[src/rtl/subframe_sequencer_if.sv]
// Frame-control, decoder and PCM-output signal bundle around the subframe sequencer.
// slave = sequencer side, master = frame parser / decoder / PCM stage side.
interface subframe_sequencer_if;
    logic        iStart;
    logic [15:0] iBaseAddr;
    logic [3:0]  iNChannels;
    logic [15:0] iBlockSize;
    logic        oBusy;
    logic        oDone;

    logic        oDecReset;
    logic        oDecEnable;
    logic [19:0] oDecNSamples;
    logic        iDecSampleValid;
    logic        iDecFrameDone;
    logic [15:0] iDecSample;
    logic [15:0] iDecReadAddr;
    logic [15:0] oRamAddr;

    logic [15:0] oSample;
    logic [2:0]  oChannel;
    logic        oSampleValid;
    logic        iSampleReady;

    modport slave (
        input  iStart, iBaseAddr, iNChannels, iBlockSize,
        output oBusy, oDone,
        output oDecReset, oDecEnable, oDecNSamples, oRamAddr,
        input  iDecSampleValid, iDecFrameDone, iDecSample, iDecReadAddr,
        output oSample, oChannel, oSampleValid,
        input  iSampleReady
    );

    modport master (
        output iStart, iBaseAddr, iNChannels, iBlockSize,
        input  oBusy, oDone,
        input  oDecReset, oDecEnable, oDecNSamples, oRamAddr,
        output iDecSampleValid, iDecFrameDone, iDecSample, iDecReadAddr,
        input  oSample, oChannel, oSampleValid,
        output iSampleReady
    );
endinterface

[src/rtl/subframe_sequencer.sv]
// Runs one subframe decode per channel, rebasing decoder RAM reads and tagging samples with channel.
// Sample -> oSampleValid in 1 cycle via FIFO; decoder enable withheld at STALL_LEVEL occupancy.
module subframe_sequencer #(
    parameter int FIFO_DEPTH  = 4,
    parameter int STALL_LEVEL = 2
) (
    input  logic iClock,
    input  logic iReset,
    subframe_sequencer_if.slave bus
);
    localparam int AW = $clog2(FIFO_DEPTH);
    localparam int CW = AW + 1;

    typedef enum logic [2:0] {IDLE, DRESET, RUN, NEXT, DRAIN, DONE} state_t;

    state_t        state, state_nxt;
    logic [15:0]   chan_base;
    logic [15:0]   max_addr;
    logic [15:0]   block_size;
    logic [2:0]    chan;
    logic [2:0]    nch_m1;
    logic [2:0]    nch_m1_in;

    logic [18:0]   fifo_mem [FIFO_DEPTH];
    logic [AW-1:0] wr_ptr, rd_ptr;
    logic [CW-1:0] fifo_count;

    logic dec_reset, dec_en, busy, done;
    logic push, pop;

    // Zero channels is treated as one; anything beyond 8 clamps to the 3-bit tag range.
    always_comb begin
        nch_m1_in = 3'(bus.iNChannels - 4'd1);
        if (bus.iNChannels == 4'd0)
            nch_m1_in = 3'd0;
        else if (bus.iNChannels > 4'd8)
            nch_m1_in = 3'd7;
    end

    always_ff @(posedge iClock) begin
        if (iReset)
            state <= IDLE;
        else
            state <= state_nxt;
    end

    always_comb begin
        state_nxt = state;
        dec_reset = 1'b1;
        dec_en    = 1'b0;
        busy      = 1'b1;
        done      = 1'b0;
        case (state)
            IDLE: begin
                busy = 1'b0;
                if (bus.iStart)
                    state_nxt = DRESET;
            end
            DRESET: begin
                dec_en    = 1'b1;
                state_nxt = RUN;
            end
            RUN: begin
                dec_reset = 1'b0;
                dec_en    = (fifo_count < CW'(STALL_LEVEL));
                if (bus.iDecFrameDone && dec_en)
                    state_nxt = NEXT;
            end
            NEXT:    state_nxt = (chan == nch_m1) ? DRAIN : DRESET;
            DRAIN:   if (fifo_count == '0) state_nxt = DONE;
            DONE: begin
                busy      = 1'b0;
                done      = 1'b1;
                state_nxt = IDLE;
            end
            default: state_nxt = IDLE;
        endcase
    end

    always_ff @(posedge iClock) begin
        if (iReset) begin
            chan_base  <= '0;
            max_addr   <= '0;
            chan       <= '0;
            nch_m1     <= '0;
            block_size <= '0;
        end else begin
            case (state)
                IDLE: if (bus.iStart) begin
                    block_size <= bus.iBlockSize;
                    nch_m1     <= nch_m1_in;
                    chan_base  <= bus.iBaseAddr;
                    chan       <= '0;
                    max_addr   <= '0;
                end
                RUN: if (dec_en && (bus.iDecReadAddr > max_addr))
                    max_addr <= bus.iDecReadAddr;
                // Subframes are packed word-aligned, so the next one starts right after the last word read.
                NEXT: begin
                    chan_base <= chan_base + max_addr + 16'd1;
                    max_addr  <= '0;
                    if (chan != nch_m1)
                        chan <= chan + 3'd1;
                end
                default: ;
            endcase
        end
    end

    assign push = (state == RUN) && dec_en && bus.iDecSampleValid;
    assign pop  = (fifo_count != '0) && bus.iSampleReady;

    always_ff @(posedge iClock) begin
        if (push)
            fifo_mem[wr_ptr] <= {chan, bus.iDecSample};
    end

    always_ff @(posedge iClock) begin
        if (iReset) begin
            wr_ptr     <= '0;
            rd_ptr     <= '0;
            fifo_count <= '0;
        end else begin
            if (push) wr_ptr <= wr_ptr + AW'(1);
            if (pop)  rd_ptr <= rd_ptr + AW'(1);
            case ({push, pop})
                2'b10:   fifo_count <= fifo_count + CW'(1);
                2'b01:   fifo_count <= fifo_count - CW'(1);
                default: ;
            endcase
        end
    end

    a_no_overflow: assert property (@(posedge iClock) disable iff (iReset)
        !(push && !pop && (fifo_count == CW'(FIFO_DEPTH))));

    assign bus.oBusy        = busy;
    assign bus.oDone        = done;
    assign bus.oDecReset    = dec_reset;
    assign bus.oDecEnable   = dec_en;
    assign bus.oDecNSamples = {4'd0, block_size - 16'd1};
    assign bus.oRamAddr     = chan_base + bus.iDecReadAddr;
    assign bus.oSample      = fifo_mem[rd_ptr][15:0];
    assign bus.oChannel     = fifo_mem[rd_ptr][18:16];
    assign bus.oSampleValid = (fifo_count != '0);
endmodule

[src/flat_wrapper.sv]
// flat-port wrapper written by rule: the top's interface ports become plain ports
module subframe_sequencer_flat 
#(
    parameter int FIFO_DEPTH  = 4,
    parameter int STALL_LEVEL = 2
)
  (iClock, iReset, bus_iStart, bus_iBaseAddr, bus_iNChannels, bus_iBlockSize, bus_oBusy, bus_oDone, bus_oDecReset, bus_oDecEnable, bus_oDecNSamples, bus_oRamAddr, bus_iDecSampleValid, bus_iDecFrameDone, bus_iDecSample, bus_iDecReadAddr, bus_oSample, bus_oChannel, bus_oSampleValid, bus_iSampleReady);
  subframe_sequencer_if bus_i ();
  input  logic iClock;
  input  logic iReset;
  input wire logic [$bits(bus_i.iStart)-1:0] bus_iStart;
  input wire logic [$bits(bus_i.iBaseAddr)-1:0] bus_iBaseAddr;
  input wire logic [$bits(bus_i.iNChannels)-1:0] bus_iNChannels;
  input wire logic [$bits(bus_i.iBlockSize)-1:0] bus_iBlockSize;
  output wire logic [$bits(bus_i.oBusy)-1:0] bus_oBusy;
  output wire logic [$bits(bus_i.oDone)-1:0] bus_oDone;
  output wire logic [$bits(bus_i.oDecReset)-1:0] bus_oDecReset;
  output wire logic [$bits(bus_i.oDecEnable)-1:0] bus_oDecEnable;
  output wire logic [$bits(bus_i.oDecNSamples)-1:0] bus_oDecNSamples;
  output wire logic [$bits(bus_i.oRamAddr)-1:0] bus_oRamAddr;
  input wire logic [$bits(bus_i.iDecSampleValid)-1:0] bus_iDecSampleValid;
  input wire logic [$bits(bus_i.iDecFrameDone)-1:0] bus_iDecFrameDone;
  input wire logic [$bits(bus_i.iDecSample)-1:0] bus_iDecSample;
  input wire logic [$bits(bus_i.iDecReadAddr)-1:0] bus_iDecReadAddr;
  output wire logic [$bits(bus_i.oSample)-1:0] bus_oSample;
  output wire logic [$bits(bus_i.oChannel)-1:0] bus_oChannel;
  output wire logic [$bits(bus_i.oSampleValid)-1:0] bus_oSampleValid;
  input wire logic [$bits(bus_i.iSampleReady)-1:0] bus_iSampleReady;
  assign bus_i.iStart = bus_iStart;
  assign bus_i.iBaseAddr = bus_iBaseAddr;
  assign bus_i.iNChannels = bus_iNChannels;
  assign bus_i.iBlockSize = bus_iBlockSize;
  assign bus_oBusy = bus_i.oBusy;
  assign bus_oDone = bus_i.oDone;
  assign bus_oDecReset = bus_i.oDecReset;
  assign bus_oDecEnable = bus_i.oDecEnable;
  assign bus_oDecNSamples = bus_i.oDecNSamples;
  assign bus_oRamAddr = bus_i.oRamAddr;
  assign bus_i.iDecSampleValid = bus_iDecSampleValid;
  assign bus_i.iDecFrameDone = bus_iDecFrameDone;
  assign bus_i.iDecSample = bus_iDecSample;
  assign bus_i.iDecReadAddr = bus_iDecReadAddr;
  assign bus_oSample = bus_i.oSample;
  assign bus_oChannel = bus_i.oChannel;
  assign bus_oSampleValid = bus_i.oSampleValid;
  assign bus_i.iSampleReady = bus_iSampleReady;
  subframe_sequencer #(.FIFO_DEPTH(FIFO_DEPTH), .STALL_LEVEL(STALL_LEVEL)) u_core (.iClock(iClock), .iReset(iReset), .bus(bus_i));
endmodule
[config.mk]
export PLATFORM = sky130hd
export DESIGN_NAME = subframe_sequencer_flat
export DESIGN_NICKNAME = d
export VERILOG_FILES = /design/src/rtl/subframe_sequencer_if.sv /design/src/rtl/subframe_sequencer.sv /design/src/flat_wrapper.sv
export SDC_FILE = /design/constraint.sdc
export NUM_CORES = 1
export LEC_CHECK = 0
export BUFFER_PORTS_ARGS = -buffer_cell sky130_fd_sc_hd__buf_2
export CAP_MARGIN = 20
export CORE_MARGIN = 2
export CORE_UTILIZATION = 25
export CTS_CLUSTER_DIAMETER = 50
export DETAILED_ROUTE_END_ITERATION = 10
export GPL_TIMING_DRIVEN = 0
export REMOVE_ABC_BUFFERS = 1
export SYNTH_ARGS = -nofsm -noshare
export SYNTH_HDL_FRONTEND = slang
export SYNTH_SLANG_ARGS = --single-unit
[constraint.sdc]
create_clock -name iClock -period 2.57 [get_ports iClock]
set_clock_uncertainty 0.05 [all_clocks]
set_input_delay 0.257 -clock iClock [delete_from_list [all_inputs] [get_ports iClock]]
set_output_delay 0.257 -clock iClock [all_outputs]
set_load 0.01 [all_outputs]
Word-level counts from Yosys, hierarchy flattened
Memory sizes are Yosys's and may differ from the RTL's. A register that Yosys moved wholly into a read port is not among the register bits.
Index checks and enable logic that the tools add are counted.
{"block": "totals", "mem_count": 1, "mem_bits_rw": 76, "input_bits": 74, "regBits": 64, "word_cells": 79}
{"block": "op_classes", "reduce_logical": 18, "magnitude_cmp": 3, "addsub": 10, "n_eq_ne": 14, "mux": 24}
{"name": "u_core.fifo_mem", "depth": 4, "word_bits": 19, "read_ports": 1, "rd_clocked_by_memory_dff": 1, "write_ports": 1, "line": "subframe_sequencer.sv:24", "source": "logic [18:0] fifo_mem [FIFO_DEPTH];"}
{"operator": "$mux W16", "n": 3}
{"operator": "$pmux W16 S3", "n": 1}
{"operator": "$add A16 B16 Y16", "n": 2}
{"operator": "$pmux W16 S2", "n": 1}
{"operator": "$mux W3", "n": 8}
{"operator": "$add A16 B1 Y16 const B", "n": 1}
{"operator": "$gt A16 B16 Y1", "n": 1}
{"operator": "$sub A16 B1 Y16 const B", "n": 1}
{"operator": "$pmux W3 S5", "n": 1}
{"operator": "$pmux W3 S2", "n": 2}
{"operator": "$reduce_and A3 Y1", "n": 3}
{"operator": "$ne A2 B1 Y1 const B", "n": 4}
{"operator": "$add A3 B1 Y3 const B", "n": 2}
{"operator": "$eq A3 B2 Y1 const B", "n": 2}
{"operator": "$eq A3 B3 Y1 const B", "n": 2}
{"operator": "$logic_not A3 Y1", "n": 2}
{"operator": "$reduce_bool A3 Y1", "n": 2}
{"operator": "$sub A3 B1 Y3 const B", "n": 2}
{"operator": "$logic_and A1 B1 Y1", "n": 5}
{"operator": "$mux W1", "n": 5}
{"operator": "$add A2 B1 Y2 const B", "n": 2}
{"operator": "$gt A4 B4 Y1 const B", "n": 1}
{"operator": "$logic_not A4 Y1", "n": 1}
{"operator": "$mux W2", "n": 2}
{"operator": "other kinds (11)", "n": 13}

Logic depth before layout (Yosys ltp)
Gate-level depths: netlist (run 1).
{"block": "depth", "depth_word": 6, "ltp_mapped": 11}

Worst setup path before layout (run 1)
No wires, ideal clock.
{"block": "synth_timing", "path_kind": "flip-flop to output port", "from": "register u_core.chan_base[0]", "to": "output port bus_oRamAddr[14]", "t_arrival_ns": 2.168, "required_time_ns": 2.263, "path_stages_with_launch": 9, "slack_ns": 0.095, "path_buffers": 0, "path_cell_list": "dfxtp_1 > ha_1 > inv_1 > fa_1 > nand3b_1 > a31o_2 > a21oi_1 > o41ai_1 > o311ai_0"}
{"block": "synth_between", "elab_chain_cells": 1}
{"item": "start: declaration", "line": "subframe_sequencer.sv:17", "source": "logic [15:0] chan_base;"}
{"item": "start signal: assignment", "line": "subframe_sequencer.sv:92", "source": "chan_base <= bus.iBaseAddr;"}
{"item": "start signal: assignment", "line": "subframe_sequencer.sv:100", "source": "chan_base <= chan_base + max_addr + 16'd1;"}
{"item": "$add A16 B16 Y16", "line": "subframe_sequencer.sv:142", "source": "assign bus.oRamAddr = chan_base + bus.iDecReadAddr;"}
{"item": "end: declaration", "line": "flat_wrapper.sv:20", "source": "output wire logic [$bits(bus_i.oRamAddr)-1:0] bus_oRamAddr;"}
No other way between the ends.

Worst setup path after layout (run 1)
{"block": "layout_timing", "from": "register u_core.chan_base[0]", "to": "output port bus_oRamAddr[12]"}
The elaborated chain is that of the path after synthesis.

==> results of run 1 <==
flip-flops by register name, indices dropped and copies added (netlist names), named ones only:
signal,count
u_core.chan_base,16
u_core.chan,3
u_core.nch_m1,3
u_core.fifo_count,3
u_core.block_size,16
u_core.fifo_mem,76
u_core.rd_ptr,2
u_core.state,3
u_core.wr_ptr,2
u_core.max_addr,16
cells in the final DEF, fill, tap and decap left out, types with 6 or more instances in the layout:
cell,count
a211oi_1,6
a21o_1,9
a21oi_1,48
a21oi_2,19
a22oi_1,13
and2_1,6
buf_2,128
buf_4,20
clkbuf_16,17
dfxtp_1,55
dfxtp_2,7
dlygate4sd3_1,16
edfxtp_1,76
ha_1,45
ha_4,8
inv_1,43
inv_8,8
mux4_2,19
nand2_1,61
nand2b_1,14
nand2b_4,14
nand3_1,28
nor2_1,46
nor3_1,13
o21ai_0,16
o22ai_1,8
xnor2_1,28
xor2_1,16
kinds of logic (layout without fill, tap and decap cells):
| logic type | Yosys count | in the layout | synth area share |
|---|---|---|---|
| fa+ha+maj | 57 | 57 | 0.0925 |
| mux | 23 | 23 | 0.0591 |
| buf+inv | 79 | 247 | 0.0494 |
| flops | 142 | 142 | 0.453 |
| xor+xnor | 45 | 45 | 0.0496 |
| simple gates | 224 | 224 | 0.155 |
| compound gates | 164 | 165 | 0.141 |
| other cells | 1 | 4 | 0.000471 |
layout make-up:
class                           instances  area, µm²
Timing Repair Buffer                  170       1020
Clock inverter                         15        184
Inverter                               45        169
Sequential cell                       142       3630
Fill cell                            3157      21300
Multi-Input combinational cell        518       4260
Tap cell                              402        503
Clock buffer                           17        425
worst min-delay path by stage:
stage / from / endpoint / slack [ns] / cells after the start
floorplan: iReset / u_core.max_addr[10]$_SDFFE_PP0P_ / 0.27 / 1
global placement: u_core.block_size[15]$_SDFFE_PP0P_ / u_core.block_size[15]$_SDFFE_PP0P_ / 0.41 / 2
detailed placement: u_core.block_size[15]$_SDFFE_PP0P_ / u_core.block_size[15]$_SDFFE_PP0P_ / 0.41 / 2
CTS: bus_iBlockSize[12] / u_core.block_size[12]$_SDFFE_PP0P_ / 0.001 / 3
global route: bus_iBlockSize[8] / u_core.block_size[8]$_SDFFE_PP0P_ / 0.02 / 3
finish: bus_iBlockSize[12] / u_core.block_size[12]$_SDFFE_PP0P_ / 0.03 / 3
critical path, stage by stage, from the launching register on:
cell and delay [ns]:
dfxtp_4 0.37, ha_4 0.13, inv_2 0.03, fa_2 0.33, nand3b_1 0.17, a31o_2 0.27, a21oi_4 0.19, o41ai_4 0.12
buf_4 0.16, xnor2_1 0.14, buf_2 0.15
metrics by stage:
stage / area, µm² / total power (µW) / instances / hold slack (ns)
after floorplan: 7740 / 3540 / 704 / 0.269
after global routing: 10200 / 7100 / 1309 / 0.0151
after CTS: 9960 / 6760 / 1298 / 0.00129
after global placement: 8890 / 4040 / 1235 / 0.409
final: 10200 / 6750 / 1309 / 0.0267
after detailed placement: 8960 / 4090 / 1240 / 0.410
layer usage:
| metal | track usage | wire length [µm] | part of all wire | vias to the layer above |
|---|---|---|---|---|
| li1 | - | - | - | 2995 |
| met1 | 0.149 | 8920 | 0.44 | 2873 |
| met2 | 0.211 | 9960 | 0.49 | 125 |
| met3 | 0.0317 | 965 | 0.048 | 21 |
| met4 | 0.0332 | 265 | 0.013 | 2 |
| met5 | 0 | 13 | 0.00065 | - |
where the power goes:
part,switching (µW),internal [µW],total (µW)
Sequential,130,2480,2610
Clock,1130,1410,2540
Combinational,835,754,1590
Total,2100,4650,6750
timing repair:
action                                  CTS  global route
endpoints found under the setup margin  107            72
hold buffers                             16             0
buffers inserted                          9            11
pin swaps                                12            15
gates resized for setup                  33            31
endpoints found under the hold margin    63             0
gates cloned                              1             0
==> flow_metrics.tcl, run 1 <==
set metrics [dict create \
    grt_pass1_wl_mm 31.7 \
    portBuffers 129 \
    max_freq_mhz 360 \
    die_h_um 182 \
    post-route-drc-count 0 \
    antenna_found_initial 1 \
    ios 134 \
    cts.sinks 142 \
    setup_viol 5 \
    worst_pin_slew_ns 0.994 \
    syn_area_um2 7950 \
    setup_ws_ns -0.209 \
    worstPathMaxFanout 3 \
    vias 6016 \
    clock_latency_ns 0.42 \
    synth-seq-cells 142 \
    synth_edf_count 76 \
    required_ns 2.26 \
    hpwl_mm 14.2 \
    rrSetupSlack_ns 0.16 \
    ys.flop_type "edfxtp_1" \
    cts_tree "built" \
    synth_area_per_cell_um2 10.8 \
    period_share 1.08 \
    slew_headroom 0.337 \
    initial_core_util 0.253 \
    synth_top_cell_by_area "edfxtp_1" \
    worst_ir_drop_vdd_v 0.000437 \
    wl_mm 20.1 \
    critical_path_class "reg -> out" \
    finalHoldViolations 0 \
    ys_top_cells_by_count "edfxtp_1, dfxtp_1, nand2_1, a21oi_1, ha_1" \
    ctsRootBufferMaster "clkbuf_16" \
    drv_cap 0 \
    synth.distinct_cells 70 \
    yosysMostFrequentCell "edfxtp_1" \
    min_period_ns 2.78 \
    r2r-start "u_core.chan_base[0]$_SDFFE_PP0P_" \
    vias_per_cell 4.60 \
    async_reset_ff_frac 0 \
    pwr_density_cell_nw_per_um2 662 \
    fin_nets 1025 \
    clk_path_buf_depth 2 \
    setup-tns-final_ns -0.648 \
    grt_max_degree 69 \
    postRouteAntennaNets 0 \
    hp-class "in -> reg" \
    rsz0062_at_grt "true" \
    dieArea_um2 33300 \
    drtPass1Iterations 4 \
    clk_pin_slew_worst_paths_ns 0.07 \
    ys_seq_area_frac 0.453 \
    post-synth-top-area-fraction 0.287 \
    violations "setup timing" \
    syn2layout_area_growth_pct 28.1 \
    cts_made_buffers 17 \
    ys_top_cells_by_area "edfxtp_1, dfxtp_1, ha_1" \
    overflow 0 \
    status "finished, violations left" \
    crit_path_start "u_core.chan_base[0]$_SDFFE_PP0P_" \
    drt-wirelength-per-cell_um 15.4 \
    drtIter0Drc 268 \
    postSynthCellCount 735 \
    startpoint_type "flip-flop" \
    maxSlewViolCount 0 \
    htreeDepth 4 \
    arrival_ns 2.47 \
    reg2reg_depth 10 \
    grt_usage 0.121 \
    n_antenna_cell 0 \
    reg2reg_to "u_core.chan_base[14]$_SDFFE_PP0P_" \
    synth_warnings 0 \
    end_kind "output pin" \
    drive_gt1_frac 0.326 \
    die_w_um 182 \
    place.gp.congestion 0.786 \
    p_leak_uw 0.00387 \
    dp_slack_ns -0.734 \
    critPathCapture "bus_oRamAddr[12]" \
    rows 65 \
    first_global_vias 6108 \
    core-area_um2 31500 \
    fin_util 0.324 \
]
Note: power is estimated with default switching activity, not from simulation.
==> run 2, diff against run 1 <==
--- a/config.mk
+++ b/config.mk
@@ -13,6 +13,7 @@
 export DETAILED_ROUTE_END_ITERATION = 10
 export GPL_TIMING_DRIVEN = 0
 export REMOVE_ABC_BUFFERS = 1
+export SETUP_SLACK_MARGIN = 0.5
 export SYNTH_ARGS = -nofsm -noshare
 export SYNTH_HDL_FRONTEND = slang
 export SYNTH_SLANG_ARGS = --single-unit
==> constraint.sdc (replaced) <==
create_clock -name iClock -period 2.57 [get_ports iClock]
set_clock_uncertainty 0.05 [all_clocks]
set_input_delay 0.514 -clock iClock [delete_from_list [all_inputs] [get_ports iClock]]
set_output_delay 0.514 -clock iClock [all_outputs]
set_load 0.01 [all_outputs]
==> run 2 against run 1 <==
Compared with the run above: the flow still finishes with violations (setup timing); sequential share of layout area down 2.6 points; largest cell class unchanged; via count up 2.7%; highest routed layer unchanged; largest power group unchanged; combinational power up 28%.
==> flow_metrics.tcl, run 2 (synthesis gave the netlist of run 1 again) <==
set metrics [dict create \
    min_period_ns 3.02 \
    drtPass1Iterations 5 \
    crit_buf_inv 4 \
    startpoint_type "flip-flop" \
    route.met3.wl_um 839 \
    clk_path_buf_depth 2 \
    place.gp.congestion 0.786 \
    dpl_cell_area_um2 8960 \
    p_sw_frac 0.315 \
    clockPowerShare 0.355 \
    cts.sinks 142 \
    clock_latency_ns 0.42 \
    end_kind "output pin" \
    p_int_uw 4920 \
    met2_length_mm 10.8 \
    finalHoldViolations 0 \
    rows 65 \
    setup_ws_ns -0.447 \
    cts_made_buffers 17 \
    worst_ir_drop_vdd_v 0.000440 \
    drv_cap 0 \
    regMostFlops "u_core.fifo_mem" \
    layout_commonest_cell "buf_2" \
    p_seq_frac 0.362 \
    die_h_um 182 \
    ctsRootBufferMaster "clkbuf_16" \
    arrival_ns 2.45 \
    setup_viol 11 \
    post-route-drc-count 0 \
    cp_top_family "adder cells" \
    drive_gt1_frac 0.481 \
    period_share 1.17 \
    status "finished, violations left" \
    ios 134 \
    regArea_um2 3700 \
    multi_input_area_um2 4820 \
    max_freq_mhz 331 \
    vias_per_cell 4.64 \
    maxSlewViolCount 0 \
    drt-wirelength-per-cell_um 16.1 \
    rsz0062_at_grt "true" \
    crit_path_cell_trace "ha_4, inv_2, fa_2, nand3b_1, a31o_2, a21oi_4, buf_4, buf_6, nor2_4, xnor2_2, buf_2" \
    htreeDepth 4 \
    vias 6176 \
    met1_length_mm 9.40 \
    crit_slowest_cell "dfxtp_4" \
    required_ns 2.01 \
    grt_max_degree 69 \
    portBuffers 129 \
    hpwl_mm 14.2 \
    finish.instance_area_um2 11200 \
    pwr-share-comb 0.283 \
    syn2layout_area_growth_pct 40.9 \
    max_stage_delay_ns 0.37 \
    pwr_density_cell_nw_per_um2 641 \
    core-area_um2 31500 \
    final_cell_mix "buf_2, edfxtp_1, nand2_1" \
    dieArea_um2 33300 \
    drtIter0Drc 329 \
    fin_nets 1046 \
    switchingPower_uw 2260 \
    postRouteAntennaNets 0 \
    antenna_found_initial 1 \
    largest_reg_flops 76 \
    critical_path_class "reg -> out" \
    die_w_um 182 \
    worst_pin_slew_ns 0.910 \
    violations "setup timing" \
    dp_slack_ns -0.734 \
    p_leak_uw 0.00421 \
    clk_pin_slew_worst_paths_ns 0.07 \
    first_global_vias 6181 \
    topRoutingLayerUsed "met5" \
    fill_cells 3056 \
    cts_tree "built" \
    grt_usage 0.126 \
    overflow 0 \
    grt_pass1_wl_mm 33.0 \
    worstPathMaxFanout 2 \
    slew_headroom 0.393 \
    n_antenna_cell 0 \
    initial_core_util 0.253 \
    hp-class "in -> reg" \
    wl_mm 21.3 \
]
run 2: repair_timing:
| action | CTS | global route |
|---|---|---|
| pin swaps | 46 | 54 |
| cloned | 4 | 0 |
| endpoints found under the setup margin | 161 | 77 |
| gates resized for setup | 178 | 97 |
| setup buffers | 40 | 14 |
| hold buffers | 0 | 0 |
run 2: final cells by class:
cell class              instances  share of cell area
repair buffers                191               0.126
multi-input cells             518               0.430
clock inverters                15              0.0164
inverters                      45              0.0153
well taps                     402              0.0449
clock buffers                  17              0.0380
flip-flops and latches        142               0.330
run 2: routing by layer:
layer	global-route usage	up-vias
li1	-	3037
met1	0.155	2971
met2	0.223	141
met3	0.0307	25
met4	0.0316	2
met5	0	-
run 2: worst paths after layout:
path / start / to / slack [ns] / cells past startpoint
worst max-delay path: u_core.chan_base[0]$_SDFFE_PP0P_ / bus_oRamAddr[10] / -0.45 / 11
worst min-delay path: bus_iDecSample[10] / u_core.fifo_mem[0][10]$_DFFE_PP_ / 0.26 / 1
worst max register to register: u_core.chan_base[7]$_SDFFE_PP0P_ / u_core.chan_base[14]$_SDFFE_PP0P_ / 0.32 / 6
worst min register to register: u_core.block_size[15]$_SDFFE_PP0P_ / u_core.block_size[15]$_SDFFE_PP0P_ / 0.41 / 2
run 2: worst register-to-register path: stages (launching register included):
cell and delay (ns):
dfxtp_1 0.41, ha_1 0.34, a21o_1 0.22, nor2_1 0.41
a31oi_2 0.19, or4b_1 0.49, nand3_1 0.09
run 2: through the flow:
stage / hold slack [ns] / TNS, ns / cells / total power (µW) / utilization
2_1_floorplan: 0.392 / -13.91 / 704 / 3540 / -
3_3_place_gp: 0.409 / -150.09 / 1235 / 4040 / 0.282
3_5_place_dp: 0.410 / -66.58 / 1240 / 4090 / 0.285
4_1_cts: 0.235 / -3.10 / 1316 / 7080 / 0.339
5_1_grt: 0.237 / -4.22 / 1330 / 7540 / 0.356
6_report: 0.260 / -2.83 / 1330 / 7190 / 0.356
run 2: power groups by stage:
stage | registers (µW) | clock network, µW | logic, µW
6_report | 2600 | 2550 | 2030
5_1_grt | 2610 | 2710 | 2220
4_1_cts | 2590 | 2620 | 1870
3_5_place_dp | 2650 | 0 | 1430
3_3_place_gp | 2660 | 0 | 1380
2_1_floorplan | 2620 | 0 | 920
